[src/rtl/auction_round_ctrl.sv]
// Bid-side controller for one auction round: collects one bid per bidder, feeds the
// argmax array, waits out its latency, then offers a one-hot award over valid/ready.
module auction_round_ctrl #(
  parameter int bW         = 17,
  parameter int N          = 10,
  parameter int ARGMAX_LAT = 1
) (
  input  logic                 clk_i,
  input  logic                 rst_ni,
  input  logic                 bid_valid_i,
  output logic                 bid_ready_o,
  input  logic [3:0]           bid_id_i,
  input  logic [bW-1:0]        bid_value_i,
  input  logic                 round_abort_i,
  output logic [N-1:0][bW-1:0] bids_o,
  input  logic [3:0]           win_in_i,
  output logic                 award_valid_o,
  input  logic                 award_ready_i,
  output logic [3:0]           award_idx_o,
  output logic [bW-1:0]        award_value_o,
  output logic [N-1:0]         award_grant_o,
  output logic                 round_busy_o,
  output logic [7:0]           round_cnt_o,
  output logic                 err_bid_o
);
  localparam int CW = (ARGMAX_LAT < 2) ? 1 : $clog2(ARGMAX_LAT + 1);

  typedef enum logic [1:0] {COLLECT, WAIT, AWARD} state_e;

  state_e          state_q;
  logic [N-1:0]    seen_q, seen_d;
  logic [CW-1:0]   cnt_q;
  logic            bid_ready_q, award_valid_q, round_busy_q, err_bid_q;
  logic [3:0]      award_idx_q;
  logic [bW-1:0]   award_value_q;
  logic [N-1:0]    award_grant_q;
  logic [7:0]      round_cnt_q;

  logic               accept, id_ok, new_ok, win_ok, ld_bid, clr_bids, award_hs;
  logic [15:0]        seen_pad;
  logic [15:0][bW-1:0] bids_pad;

  // Padded views keep 4-bit indices in range for any N up to 16.
  always_comb begin
    bids_pad = '0;
    for (int i = 0; i < N; i++) bids_pad[i] = bids_o[i];
  end
  assign seen_pad = 16'(seen_q);

  assign accept   = bid_valid_i & bid_ready_q;
  assign id_ok    = {1'b0, bid_id_i} < 5'(N);
  assign new_ok   = id_ok & ~seen_pad[bid_id_i];
  assign seen_d   = seen_q | (N'(1) << bid_id_i);
  assign win_ok   = {1'b0, win_in_i} < 5'(N);
  assign award_hs = (state_q == AWARD) & award_ready_i;
  assign ld_bid   = accept & new_ok & ~round_abort_i;
  assign clr_bids = round_abort_i | award_hs;

  for (genvar g = 0; g < N; g++) begin : g_slot
    logic [bW-1:0] slot_q;
    always_ff @(posedge clk_i or negedge rst_ni) begin
      if (!rst_ni)                             slot_q <= '0;
      else if (clr_bids)                       slot_q <= '0;
      else if (ld_bid && bid_id_i == 4'(g))    slot_q <= bid_value_i;
    end
    assign bids_o[g] = slot_q;
  end

  always_ff @(posedge clk_i or negedge rst_ni) begin
    if (!rst_ni) begin
      state_q       <= COLLECT;
      seen_q        <= '0;
      cnt_q         <= '0;
      bid_ready_q   <= 1'b0;
      award_valid_q <= 1'b0;
      award_idx_q   <= '0;
      award_value_q <= '0;
      award_grant_q <= '0;
      round_busy_q  <= 1'b0;
      round_cnt_q   <= '0;
      err_bid_q     <= 1'b0;
    end else begin
      err_bid_q <= 1'b0;
      if (round_abort_i) begin
        // Abort wins over any bid or award handshake in the same cycle.
        state_q       <= COLLECT;
        seen_q        <= '0;
        bid_ready_q   <= 1'b1;
        award_valid_q <= 1'b0;
        award_grant_q <= '0;
        round_busy_q  <= 1'b0;
      end else begin
        case (state_q)
          COLLECT: begin
            bid_ready_q <= 1'b1;
            if (accept) begin
              if (new_ok) begin
                seen_q <= seen_d;
                if (&seen_d) begin
                  state_q      <= WAIT;
                  cnt_q        <= CW'(ARGMAX_LAT);
                  bid_ready_q  <= 1'b0;
                  round_busy_q <= 1'b1;
                end
              end else begin
                err_bid_q <= 1'b1;
              end
            end
          end
          WAIT: begin
            if (cnt_q == '0) begin
              award_idx_q   <= win_in_i;
              award_value_q <= win_ok ? bids_pad[win_in_i] : '0;
              award_grant_q <= win_ok ? (N'(1) << win_in_i) : '0;
              award_valid_q <= 1'b1;
              state_q       <= AWARD;
            end else begin
              cnt_q <= cnt_q - CW'(1);
            end
          end
          AWARD: begin
            if (award_ready_i) begin
              award_valid_q <= 1'b0;
              award_grant_q <= '0;
              seen_q        <= '0;
              round_cnt_q   <= round_cnt_q + 8'd1;
              state_q       <= COLLECT;
              bid_ready_q   <= 1'b1;
              round_busy_q  <= 1'b0;
            end
          end
          default: state_q <= COLLECT;
        endcase
      end
    end
  end

  assign bid_ready_o   = bid_ready_q;
  assign award_valid_o = award_valid_q;
  assign award_idx_o   = award_idx_q;
  assign award_value_o = award_value_q;
  assign award_grant_o = award_grant_q;
  assign round_busy_o  = round_busy_q;
  assign round_cnt_o   = round_cnt_q;
  assign err_bid_o     = err_bid_q;
endmodule

[config.mk]
export PLATFORM = sky130hd
export DESIGN_NAME = auction_round_ctrl
export DESIGN_NICKNAME = d
export VERILOG_FILES = /design/src/rtl/auction_round_ctrl.sv
export SDC_FILE = /design/constraint.sdc
export NUM_CORES = 1
export LEC_CHECK = 0
export ABC_AREA = 1
export BUFFER_PORTS_ARGS = -buffer_cell sky130_fd_sc_hd__buf_4
export CORE_ASPECT_RATIO = 1.4
export CORE_MARGIN = 1
export CORE_UTILIZATION = 54
export DETAILED_ROUTE_END_ITERATION = 8
export HOLD_SLACK_MARGIN = 0.05
export PLACE_DENSITY_LB_ADDON = 0.15
export SLEW_MARGIN = 20
export SYNTH_ARGS = -nofsm -noshare
export SYNTH_HDL_FRONTEND = slang
export SYNTH_SLANG_ARGS = --single-unit
[constraint.sdc]
create_clock -name clk_i -period 2 [get_ports clk_i]
set_input_delay 0.5 -clock clk_i [delete_from_list [all_inputs] [get_ports clk_i]]
set_output_delay 0.5 -clock clk_i [all_outputs]
set_load 0.01 [all_outputs]
# ---- Word level (Yosys, flattened, before mapping)
# Cells that the tools add are included.
dict set report op_classes {
  n_eq_ne 19
  bitwise_logic 10
  shift 2
  reduce_logical 34
  n_lt_le_gt_ge 4
  n_mux 62
  n_addsub 2
}
# operator n
set op_table {}
lappend op_table {{2-to-1 mux 17 bit} 22}
lappend op_table {{2-to-1 mux 10 bit} 7}
lappend op_table {{binary-select mux 17 bit (select 4 bit)} 1}
lappend op_table {{case mux 10 bit (2 select lines)} 2}
lappend op_table {{nonzero test 2 bit} 11}
lappend op_table {{left shift 1 x 4 -> 10 bit, first input constant} 2}
lappend op_table {{2-to-1 mux 1 bit} 18}
lappend op_table {{equality test 4 x 3 -> 1 bit, second input constant} 4}
lappend op_table {{!= test 3 bit, second input constant} 5}
lappend op_table {{AND reduction 5 bit} 3}
lappend op_table {{2-to-1 mux 2 bit} 6}
lappend op_table {{logical AND 1 bit} 10}
lappend op_table {{less-than comparator 4 x 5 -> 1 bit, second input constant} 2}
lappend op_table {{bitwise OR 10 bit} 1}
lappend op_table {{AND reduction 10 bit} 1}
lappend op_table {{AND reduction 3 bit} 3}
lappend op_table {{adder 8 x 1 -> 8 bit, second input constant} 1}
lappend op_table {{equality test 4 x 2 -> 1 bit, second input constant} 2}
lappend op_table {{equality test 4 bit, second input constant} 2}
lappend op_table {{less-than comparator 4 bit, second input constant} 2}
lappend op_table {{case mux 1 bit (2 select lines)} 4}
lappend op_table {{!= test 2 bit, second input constant} 3}
lappend op_table {{case mux 2 bit (3 select lines)} 1}
lappend op_table {{nonzero test 3 bit} 2}
lappend op_table {{other kinds (12)} 18}
dict set report word_totals {
  ff_bits 226
  output_inout_bits 213
}

# ---- Longest topological paths before layout
# Gate-level depths: netlist of the first run.
dict set report logic_depth {
  depth_word 9
  mapped_depth 15
  depth_no_buf 12
}

# ---- Worst setup path after synthesis of the first run
# No wires, ideal clock.
dict set report synth_path {
  path_type {in2reg}
  start {input bid_id_i[0]}
  end {register g_slot[8].slot_q[10]}
  slack_ns 0.042
  setup_ns 0.117
  path_stages 12
  arrival_ns 1.841
  required_time_ns 1.883
  path_cell_list {buf_4 > inv_2 > nor2_1 > nand3_1 > nand2_1 > nor2_2 > nand4_4 > nor2_2 > nor2_2 > buf_6 > nand2_1 > nand2_1}
}
dict set report synth_between {
  elab_chain_len 8
  word_cells_on_any_way 10
  classes_between {order compare (1); eq/ne (1); mux (2); bitwise (4); reduce/logical (2)}
}
# item line
set synth_rtl {}
lappend synth_rtl {{from (decl)} 12} ;# input logic [3:0] bid_id_i,
lappend synth_rtl {{binary-select mux 1 bit (select 4 bit)} 52} ;# assign new_ok = id_ok & ~seen_pad[bid_id_i];
lappend synth_rtl {{2-to-1 mux 1 bit (implied by the code)} 52}
lappend synth_rtl {{NOT 1 bit} 52}
lappend synth_rtl {{bitwise AND 1 bit} 52}
lappend synth_rtl {{bitwise AND 1 bit (2 in series)} 56} ;# assign ld_bid = accept & new_ok & ~round_abort_i;
lappend synth_rtl {{logical AND 1 bit *} 64} ;# else if (ld_bid && bid_id_i == 4'(g)) slot_q <= bid_value_i;
lappend synth_rtl {{nonzero test 2 bit (no source line) *} n/a}
lappend synth_rtl {{to (signal assigned)} 64}
lappend synth_rtl {{to (decl)} 60} ;# logic [bW-1:0] slot_q;
# Every way passes the cells marked *; elsewhere a longest branch is shown, timed or not. The select of a mux whose other input is x is not followed.
# A chain may end at the register's enable or synchronous reset.

# ---- Worst setup path after layout of the first run
dict set report layout_path {
  start {register state_q[0]}
  end {register g_slot[3].slot_q[15]}
}
dict set report layout_between {
  elab_chain_len 4
  word_cells_on_any_way 5
  classes_between {eq/ne (1); mux (1); bitwise (2); reduce/logical (1)}
}
# item line
set layout_rtl {}
lappend layout_rtl {{from (decl)} 30} ;# state_e state_q;
lappend layout_rtl {{from (signal assigned)} 71} ;# state_q <= COLLECT;
lappend layout_rtl {{from (signal assigned)} 86} ;# state_q <= COLLECT;
lappend layout_rtl {{from (signal assigned)} 100} ;# state_q <= WAIT;
lappend layout_rtl {{equality test 2 bit *} 55} ;# assign award_hs = (state_q == AWARD) & award_ready_i;
lappend layout_rtl {{bitwise AND 1 bit *} 55}
lappend layout_rtl {{bitwise OR 1 bit *} 57} ;# assign clr_bids = round_abort_i | award_hs;
lappend layout_rtl {{2-to-1 mux 17 bit / nonzero test 2 bit (equally long branches)} n/a}
lappend layout_rtl {{to (signal assigned)} 64}
lappend layout_rtl {{to (decl)} 60}
# Every way passes the cells marked *; elsewhere a longest branch is shown, timed or not.

==> results of run 1 <==
## critical path: cells and delay by family (launching register included)
| family | cells | cell delay (ns) |
|---|---|---|
| and+or+nand+nor | 6 | 0.60 |
| DFF | 1 | 0.38 |
| buffers and inverters | 5 | 0.67 |
| AOI/OAI and AO/OA | 1 | 0.09 |
## per-stage QoR
stage               TNS, ns  hold slack (ns)
floorplan                 0            0.204
global placement     -15.95            0.441
detailed placement   -25.24            0.446
CTS                       0            0.223
global route        -0.0203            0.230
finish                    0            0.231
## area by class of cell
type                    count  area [µm²]
clock buffers              29         648
clock inverters            11         120
fillers                  1447        4500
inverters                 119         453
multi-input cells         892        4100
flip-flops and latches    226        5660
well taps                 244         305
repair buffers            343        2970
## state kept, by name, summed over array words and instances, names as in the netlist
name / cells
award_value_o: 17
award_valid_o: 1
cnt_q: 1
seen_q: 10
award_grant_o: 10
state_q: 2
g_slot.slot_q: 170
round_cnt_o: 8
round_busy_o: 1
err_bid_o: 1
bid_ready_o: 1
award_idx_o: 4
## cells by family (layout without fill, tap and decap cells)
| family | count (synthesis) | after routing | synth area share (%) |
|---|---|---|---|
| simple gates | 707 | 707 | 27.5 |
| flops | 226 | 226 | 54.3 |
| compound gates | 177 | 177 | 10.8 |
| buf+inv | 169 | 502 | 6.71 |
| xor+xnor | 7 | 7 | 0.589 |
| fa+ha+maj | 1 | 1 | 0.120 |
## cell usage in the layout (no fill, tap or decap), drive strengths merged
cell / n
buf: 342
nand3b: 1
clkbuf: 29
xor2: 6
a21oi: 1
ha: 1
o21ai: 89
a22oi: 54
nand4: 3
inv: 118
a22o: 2
clkinv: 7
dlygate4sd3: 1
o221ai: 9
xnor2: 1
or2: 1
nand2: 581
clkinvlp: 3
dfrtp: 226
nand3: 58
o22ai: 14
bufinv: 2
and3: 1
nor2: 59
a32o: 8
nor3: 3
## repair_timing
item / in CTS / in global routing
buffers inserted: 0 / 3
endpoints found under the setup margin: 51 / 91
pin swaps: 0 / 1
hold buffers: 1 / 0
endpoints found under the hold margin: 46 / 0
gates resized for setup: 8 / 10
## path summary, 6_finish.rpt
path                               start  slack (ns)  depth (start not counted)              endpoint
max                           state_q[0]        0.12                         12  g_slot[3].slot_q[15]
min                          win_in_i[3]        0.23                          3        award_idx_o[3]
max reg2reg                   state_q[0]        0.12                         12  g_slot[3].slot_q[15]
min reg2reg                award_valid_o        0.47                          2         award_valid_o
max in group asynchronous         rst_ni        0.81                          3  g_slot[1].slot_q[14]
min in group asynchronous         rst_ni        0.51                          2        round_cnt_o[4]
## power breakdown
part / switching, µW / total (µW) / internal [µW]
clock network: 1830 / 4390 / 2560
logic: 599 / 970 / 371
registers: 59.2 / 4700 / 4640
total: 2490 / 10100 / 7560
## metal layers
layer  GRT usage (%)  vias to the layer above  wire, µm
li1                -                     4728         -
met1            47.5                     5018     13200
met2            61.2                      699     17900
met3            5.67                      129      3300
met4            20.3                        0      2100
met5               0                        -         0
==> metrics.md, run 1 <==
| Metric | Value |
|---|---|
| Pre-CTS WS | -0.316 ns |
| Setup WS post-layout | 0.122 ns |
| Startpoint Class | flip-flop |
| Max_cap viols | 0 |
| Drt total wl | 36,600 µm |
| Gr usage total | 37.3% |
| H-tree levels | 1 |
| DRT iter0 DRCs | 966 |
| Synthesized flop and latch total | 226 |
| Synth top area share | 54.3% |
| Hold Path Class | input pin to flip-flop |
| Final Skew | 0.00831 ns |
| Core box area | 0.0188 mm² |
| Cell area after layout | 0.0142 mm² |
| Share of flip-flops with an asynchronous set or reset | 100% |
| Clock Tree Root | clkbuf_16 |
| Ys Warns | 0 |
| Cells after synthesis | 1,287 |
| Vias in the first global route | 10,300 |
| Final cell count without fillers | 1,864 |
| Most common flop cell mapped by yosys | dfrtp_1 |
| Status | finished, final reports clean |
| Die X | 119 µm |
| Worst Path Arrival | 2.25 ns |
| Proportion of layout cells with a drive suffix above 1 | 26.5% |
| Syn-to-layout area delta | 36.9% |
| Placement Cell Area | 0.0134 mm² |
| Clock latency on the worst-skew pair | 0.50 ns |
| CTS tree | built |
| Mapped cell area | 0.0104 mm² |
| Largest net degree at the start of global routing | 56 |
| Die Ht | 166 µm |
| Antenna-violating nets left | 0 |
| CTS clk-pin slew, worst paths | 0.07 ns |
| Final setup viols | 0 |
| Worst rel slew slack | 63.8% |
| Largest cells by area after synthesis | dfrtp_1, nand2_1, inv_1, o21ai_0, a22oi_1 |
| Commonest cells in the netlist | nand2_1, dfrtp_1, inv_1 |
| Max Fclk | 0.532 GHz |
| First-pass GRT wire length | 56,800 µm |
| Most common cell in the netlist | nand2_1 |
| CTS buffer count | 22 |
| Die area | 0.0198 mm² |
| CP Data Required Time | 2.37 ns |
| Final period util | 93.9% |
| Unrepaired setup endpoints after global routing | true |
| Port bufs | 242 |
| Area leader, netlist | dfrtp_1 |
| Yosys cell types | 34 |
| Max Transition Viols Final | 0 |
| Initial core utilization | 55.5% |
| Routability congestion estimate | 0.932 |
| Initial antenna violation count | 0 |
| Slowest-stage cell, CP | dfrtp_1 |
| Post-synthesis sequential area ratio | 54.3% |
| Detailed-route via count | 10,600 |
| LEAKAGE | 0.00776 µW |
| Average wire per standard cell | 19.6 µm |
| EDFF count, synth | 0 |
| Post-DP HPWL | 25,900 µm |
| Minimum clock period | 1.88 ns |
| Final hold vios | 0 |
| Ports | 243 |
| Critical path class | flip-flop to flip-flop |
| Placed insts | 1,820 |
| Worst-path cell chain | inv_1 > nand2_1 > nor3_2 > nor2_1 > inv_1 > nor2_4 > buf_8 > buf_12 > nor2_1 > buf_4 > nand2_1 > o21ai_0 |
| Gr ovfl total | 0 |
| Clock sink count | 226 |
| Crit path largest cell delay | 0.38 ns |
| Total Nets Final | 1,635 |
| Power per cell area | 705 mW/mm² |
| 1st-pass router iterations | 5 |
| Slew @ Worst Pin | 0.542 ns |
| Crit end category | flip-flop |
| DRC | 0 |
| Max clock buf depth | 3 |
| Avg Cell Area, Syn | 8.09 µm² |
| Total chip power | 10,100 µW |
| Post-layout util | 76.0% |
| Vias per inst | 5.67 |
| Worst-path fanout max | 12 |
| Mapped Nets | 1,318 |
| Antenna Cells | 0 |
| Maximum VDD drop | 507 µV |
| Row count | 59 |
Power figures use the tool's default switching activity.
==> run 2: changes to the inputs <==
Settings changed: PLACE_DENSITY from default to 0.84, PLACE_DENSITY_LB_ADDON 0.15 to default.
==> metrics.md, run 2 (synthesis results as in run 1) <==
| Metric | Value |
|---|---|
| Status | finished, final reports clean |
| Commonest cells after routing, fill and taps aside | nand2_1, buf_4, dfrtp_1 |
| Row count | 59 (unchanged) |
| Maximum VDD drop | 648 µV (+28%) |
| Power per cell area | 694 mW/mm² (-1.6%) |
| Worst-path fanout max | 10 (-2) |
| Slew @ Worst Pin | 0.842 ns (+0.300 ns) |
| Hold Path Origin | win_in_i[3] |
| Final Skew | 0.0104 ns (+0.00210 ns) |
| Proportion of layout cells with a drive suffix above 1 | 26.5% (-0.033 points) |
| LEAKAGE | 0.00774 µW (-0.15%) |
| Commonest non-fill, non-tap cell in the layout | nand2_1 |
| Antenna Cells | 0 (unchanged) |
| Final hold vios | 0 (unchanged) |
| Initial core utilization | 55.5% (unchanged) |
| H-tree levels | 1 (unchanged) |
| Max_cap viols | 0 (unchanged) |
| Gr ovfl total | 0 (unchanged) |
| Final Hold Slack | 0.245 ns (+0.0136 ns) |
| Ports | 243 (unchanged) |
| Post-layout util | 75.6% (-0.41 points) |
| Final setup viols | 0 (unchanged) |
| CP Data Required Time | 2.40 ns (+0.03 ns) |
| Clock sink count | 226 (unchanged) |
| 1st-pass router iterations | 6 (+1) |
| Final period util | 99.8% (+5.9 points) |
| Reg-to-reg slack, setup | 0.004 ns (-0.12 ns) |
| Startpoint Class | flip-flop |
| Clock Tree Root | clkbuf_16 |
| Antenna-violating nets left | 0 (unchanged) |
| R2R Path Start | state_q[0] |
| Largest Register | g_slot.slot_q |
| Die X | 119 µm (unchanged) |
| Gr usage total | 37.4% (+0.094 points) |
| Post-DP HPWL | 26,900 µm (+3.9%) |
| Vias per inst | 5.73 (+0.96%) |
| Critical path class | flip-flop to flip-flop |
| Routability congestion estimate | 0.943 (+1.2%) |
| CTS buffer count | 22 (unchanged) |
| Syn-to-layout area delta | 36.1% |
| Total Nets Final | 1,639 (+0.24%) |
| Port bufs | 242 (unchanged) |
| Detailed-route via count | 10,700 (+1.1%) |
| Clock latency on the worst-skew pair | 0.51 ns (about the same) |
| Final cell count without fillers | 1,866 (+0.11%) |
| Minimum clock period | 2.00 ns (+0.118 ns) |
| Critical path startpoint | state_q[0] |
| Drt total wl | 36,800 µm (+0.73%) |
| Max clock buf depth | 3 (unchanged) |
| Unrepaired setup endpoints after global routing | true |
| Vias in the first global route | 10,400 (+1.3%) |
| CTS tree | built |
| Worst rel slew slack | 43.8% (-20 points) |
| DRT iter0 DRCs | 1,515 (+57%) |
| Die area | 0.0198 mm² (unchanged) |
| Initial antenna violation count | 0 (unchanged) |
| CTS clk-pin slew, worst paths | 0.07 ns (about the same) |
| Max Fclk | 0.501 GHz (-5.9%) |
| Crit end category | flip-flop |
| Worst Path Arrival | 2.40 ns (+0.15 ns) |
| Max reg flops | 170 (unchanged) |
| DRC | 0 (unchanged) |
| First-pass GRT wire length | 57,100 µm (+0.45%) |
| Total chip power | 9840 µW (-2.1%) |
| Average wire per standard cell | 19.7 µm (+0.63%) |
| Core box area | 0.0188 mm² (unchanged) |
| Max Transition Viols Final | 0 (unchanged) |
| Placed insts | 1,817 (-0.16%) |
| Largest net degree at the start of global routing | 49 (-13%) |
| Hold Path Class | input pin to flip-flop |
| Die Ht | 166 µm (unchanged) |
run 2: cell types whose count changed in the layout (fill, tap and decap cells not counted), sizes merged:
cell,delta
clkbuf,+5
buf,+4
clkinv,-4
clkinvlp,-2
bufinv,-1
run 2: report_power, final:
group	switching [µW]	internal, µW	leakage (µW)
combinational	599	363	0.00427
clock	1730	2450	0.000355
sequential	60.4	4640	0.00312
run 2: worst paths after layout:
kind                                         to  depth (start not counted)
setup / recovery            g_slot[3].slot_q[4]                         12
hold / removal                   award_idx_o[3]                          3
setup reg to reg            g_slot[3].slot_q[4]                         12
hold reg to reg                  round_cnt_o[7]                          1
max in group asynchronous  g_slot[4].slot_q[13]                          3
min in group asynchronous        round_cnt_o[2]                          2
run 2: area by class of cell:
cell class / count / area [µm²]
sequential: 226 / 5660
timing repair buffer: 347 / 2930
clock buffer: 34 / 677
fill: 1328 / 4580
inverter: 119 / 449
multi-input combinational: 892 / 4110
clock inverter: 4 / 47.5
tap: 244 / 305
run 2: worst max-delay path: stages (launching register included):
cell     delay [ns]
dfrtp_1        0.37
inv_1          0.09
nand2_1        0.13
nor3_2         0.06
nor2_1         0.15
inv_1          0.09
nor2_4         0.27
buf_12         0.17
buf_4          0.16
nor2_2         0.04
buf_4          0.18
nand2_1        0.11
nand2_1        0.06
run 2: repair_timing:
action / CTS / global route
setup endpoints to repair: 16 / 137
hold buffers: 1 / 0
cloned: 0 / 0
resized for setup: 2 / 12
hold endpoints to repair: 42 / 0
pin swaps: 0 / 3
buffers inserted: 0 / 10
run 2: through the flow:
| step | setup slack (ns) | TNS [ns] | instance area (µm²) |
|---|---|---|---|
| after global placement | -0.321 | -23.63 | 13300 |
| after detailed placement | -0.440 | -31.69 | 13300 |
| after floorplan | 0.0419 | 0 | 10400 |
| final | 0.00392 | 0 | 14200 |
| after global routing | -0.0941 | -2.42 | 14200 |
| after CTS | -0.0279 | -0.160 | 14000 |
run 2: metal layers:
layer  vias up  routed length (µm)  GRT usage, %
met5         -                   0             0
met4         0                2410          20.5
li1       4733                   -             -
met2       784               17700          61.3
met3       177                3840          6.73
met1      4993               12900          46.9
==> run 3: changes to the inputs <==
Settings changed: ABC_AREA 1 to default, CORE_UTILIZATION 54 to 55, PLACE_DENSITY 0.84 to 0.85.
==> metrics.md, run 3 <==
| Metric | Value |
|---|---|
| Status | complete, but fails checks |
| Failing checks | setup timing |
| Largest Register | g_slot.slot_q |
| Post-DP HPWL | 22,500 µm (-17%) |
| Yosys cell types | 57 (+68%) |
| Vias per inst | 5.95 (+3.8%) |
| Gr ovfl total | 0 (unchanged) |
| Critical path class | flip-flop to flip-flop |
| Minimum clock period | 2.00 ns (+0.00724 ns) |
| Unrepaired setup endpoints after global routing | true |
| Hold Path Class | input pin to flip-flop |
| Clock sink count | 226 (unchanged) |
| Startpoint Class | flip-flop |
| Initial antenna violation count | 0 (unchanged) |
| Antenna Cells | 0 (unchanged) |
| Total chip power | 9950 µW (+1.2%) |
| Post-synthesis xor/xnor area fraction | 0.560% (-0.029 points) |
| Max reg flops | 170 (unchanged) |
| DRT iter0 DRCs | 743 (-51%) |
| First-pass GRT wire length | 49,100 µm (-14%) |
| Worst rel slew slack | 67.8% (+24 points) |
| Antenna-violating nets left | 0 (unchanged) |
| Routability congestion estimate | 0.900 (-4.6%) |
| Vias in the first global route | 8,833 (-15%) |
| Share of flip-flops with an asynchronous set or reset | 100% (unchanged) |
| Post-synthesis sequential area ratio | 51.7% (-2.6 points) |
| H-tree levels | 1 (unchanged) |
| Max clock buf depth | 3 (unchanged) |
| Combinational family with the most area after synthesis | multiplexers |
| Placed insts | 1,435 (-21%) |
| Mapped cell area | 0.0109 mm² (+5.1%) |
| Proportion of layout cells with a drive suffix above 1 | 32.6% (+6.1 points) |
| Max_cap viols | 0 (unchanged) |
| Max Fclk | 0.499 GHz (-0.36%) |
| Synth top area share | 51.7% (-2.6 points) |
| Core box area | 0.0194 mm² (+3.3%) |
| Commonest non-fill, non-tap cell in the layout | buf_4 |
| Crit end category | flip-flop |
| Avg Cell Area, Syn | 11.3 µm² (+39%) |
| Maximum VDD drop | 616 µV (-4.9%) |
| LEAKAGE | 0.00726 µW (-6.2%) |
| Most common flop cell mapped by yosys | dfrtp_1 |
| CTS clk-pin slew, worst paths | 0.06 ns (about the same) |
| Final Skew | 0.0140 ns (+0.00355 ns) |
| Pre-CTS WS | -0.259 ns (+0.181 ns) |
| Drt total wl | 31,700 µm (-14%) |
| Final Hold Slack | 0.258 ns (+0.0126 ns) |
| DRC | 0 (unchanged) |
| Slowest-stage cell, CP | mux4_2 |
| EDFF count, synth | 0 (unchanged) |
| Most common cell in the netlist | dfrtp_1 |
| Cells after synthesis | 971 (-25%) |
| Mapped Nets | 1,002 (-24%) |
| Syn-to-layout area delta | 29.9% |
| Commonest cells after routing, fill and taps aside | buf_4, dfrtp_1, mux2i_1 |
| Average wire per standard cell | 21.4 µm (+8.5%) |
| Detailed-route via count | 8,799 (-18%) |
| Simple-gate share of the synthesized area | 12.6% (-15 points) |
| Worst Path Arrival | 2.42 ns (+0.02 ns) |
| Crit path largest cell delay | 0.46 ns (+0.09 ns) |
| Largest net degree at the start of global routing | 64 (+31%) |
| Clock Tree Root | clkbuf_16 |
| Row count | 60 (+1.7%) |
| CTS buffer count | 22 (unchanged) |
| Gr usage total | 31.0% (-6.4 points) |
| Final hold vios | 0 (unchanged) |
| CP Data Required Time | 2.42 ns (+0.02 ns) |
| Commonest cells in the netlist | dfrtp_1, mux2i_1, nand2_1 |
| Area leader, netlist | dfrtp_1 |
| Multiplexer share of the synthesized area | 23.6% (+24 points) |
| Final period util | 100% (+0.36 points) |
| Reg-to-reg slack, setup | -0.003 ns (about the same) |
| Die Ht | 169 µm (+1.6%) |
| Total Nets Final | 1,247 (-24%) |
| Power per cell area | 700 mW/mm² (+0.88%) |
| Largest cells by area after synthesis | dfrtp_1, mux2i_1, mux4_2, nand2_1, nor2_1 |
| 1st-pass router iterations | 5 (-1) |
| Clock latency on the worst-skew pair | 0.50 ns (about the same) |
| Initial core utilization | 56.5% (+0.97 points) |
| Final setup viols | 1 (+1) |
| Worst-path cell chain | mux4_2 > nand2b_4 > a311oi_4 > and2_4 > clkbuf_16 > mux2i_1 |
| Die X | 121 µm (+1.6%) |
| Cell area after layout | 0.0142 mm² (+0.31%) |
| Ports | 243 (unchanged) |
| Port bufs | 242 (unchanged) |
| Die area | 0.0205 mm² (+3.1%) |
| Adder-cell share of the synthesized area | 0.114% (-0.0058 points) |
| Final cell count without fillers | 1,480 (-21%) |
| Synthesized flop and latch total | 226 (unchanged) |
| Placement Cell Area | 0.0134 mm² (+0.49%) |
| Worst-path fanout max | 8 (-2) |
| Setup WS post-layout | -0.00332 ns (-0.00724 ns) |
| CTS tree | built |
| Ys Warns | 0 (unchanged) |
| Complex-gate fraction of the synthesized area | 6.53% (-4.2 points) |
| Max Transition Viols Final | 0 (unchanged) |
| Slew @ Worst Pin | 0.483 ns (-0.359 ns) |
==> run 3: cell count changes after synthesis, sizes merged, moves of 17 or more <==
cell and change:
nand2 -441, mux2i +175, inv -112, o21ai -82, nor2 +69, a21oi +54, a22oi -53, nand3 -51
mux4 +35, clkbuf +18, buf +17, o22a +17
==> run 3: layer usage <==
layer	track usage [%]	part of all wire, %	vias up
li1	-	-	3863
met1	40.8	40	4478
met4	15.3	5.0	0
met2	49.8	49	370
met3	5.09	6.3	88
met5	0	0	-
==> run 3: final cells by class <==
class / count / area (µm²)
well taps: 248 / 310
inverters: 7 / 27.5
repair buffers: 309 / 2650
flip-flops and latches: 226 / 5660
multi-input cells: 650 / 4810
clock inverters: 8 / 118
fillers: 1327 / 5150
clock buffers: 32 / 639
==> run 3: repair_timing <==
item / in CTS / in global routing
buffers inserted: 0 / 2
hold buffers: 1 / 0
endpoints found under the hold margin: 52 / 0
gates cloned: 0 / 2
gates resized for setup: 2 / 2
setup endpoints to repair: 10 / 35
==> run 3: cells by family (layout without fill, tap and decap cells) <==
kind of cell	after synthesis	after routing
XOR/XNOR	7	7
flip-flops	226	226
adder cells (fa/ha/maj)	1	1
multiplexers	214	214
AO/OA/AOI/OAI	106	106
AND/OR/NAND/NOR	322	322
buffers and inverters	95	356
==> run 3: final timing paths <==
check	startpoint	to	depth (start not counted)
hold / removal	win_in_i[2]	award_grant_o[9]	2
setup / recovery	seen_q[7]	g_slot[8].slot_q[11]	6
hold reg to reg	round_cnt_o[7]	round_cnt_o[7]	1
min in group asynchronous	rst_ni	g_slot[7].slot_q[1]	2
setup reg to reg	seen_q[7]	g_slot[8].slot_q[11]	6
max in group asynchronous	rst_ni	err_bid_o	3
==> run 3: metrics by stage <==
stage	utilization [%]	setup TNS [ns]
3_5_place_dp	69.0	-12.02
4_1_cts	73.0	-0.00255
3_3_place_gp	69.0	-9.07
5_1_grt	73.4	-0.762
2_1_floorplan	-	-1.64
6_report	73.4	-0.00332
==> run 3: where the power goes <==
part,total (µW),internal (µW),switching [µW]
logic,903,372,531
registers,4700,4640,58.3
clock network,4350,2610,1750
==> run 3: worst max-delay path: cells and delay by family (launching register included) <==
kind	cells	cell delay, ns
compound gates	1	0.28
buf+inv	1	0.18
flops	1	0.38
mux	2	0.65
simple gates	2	0.43
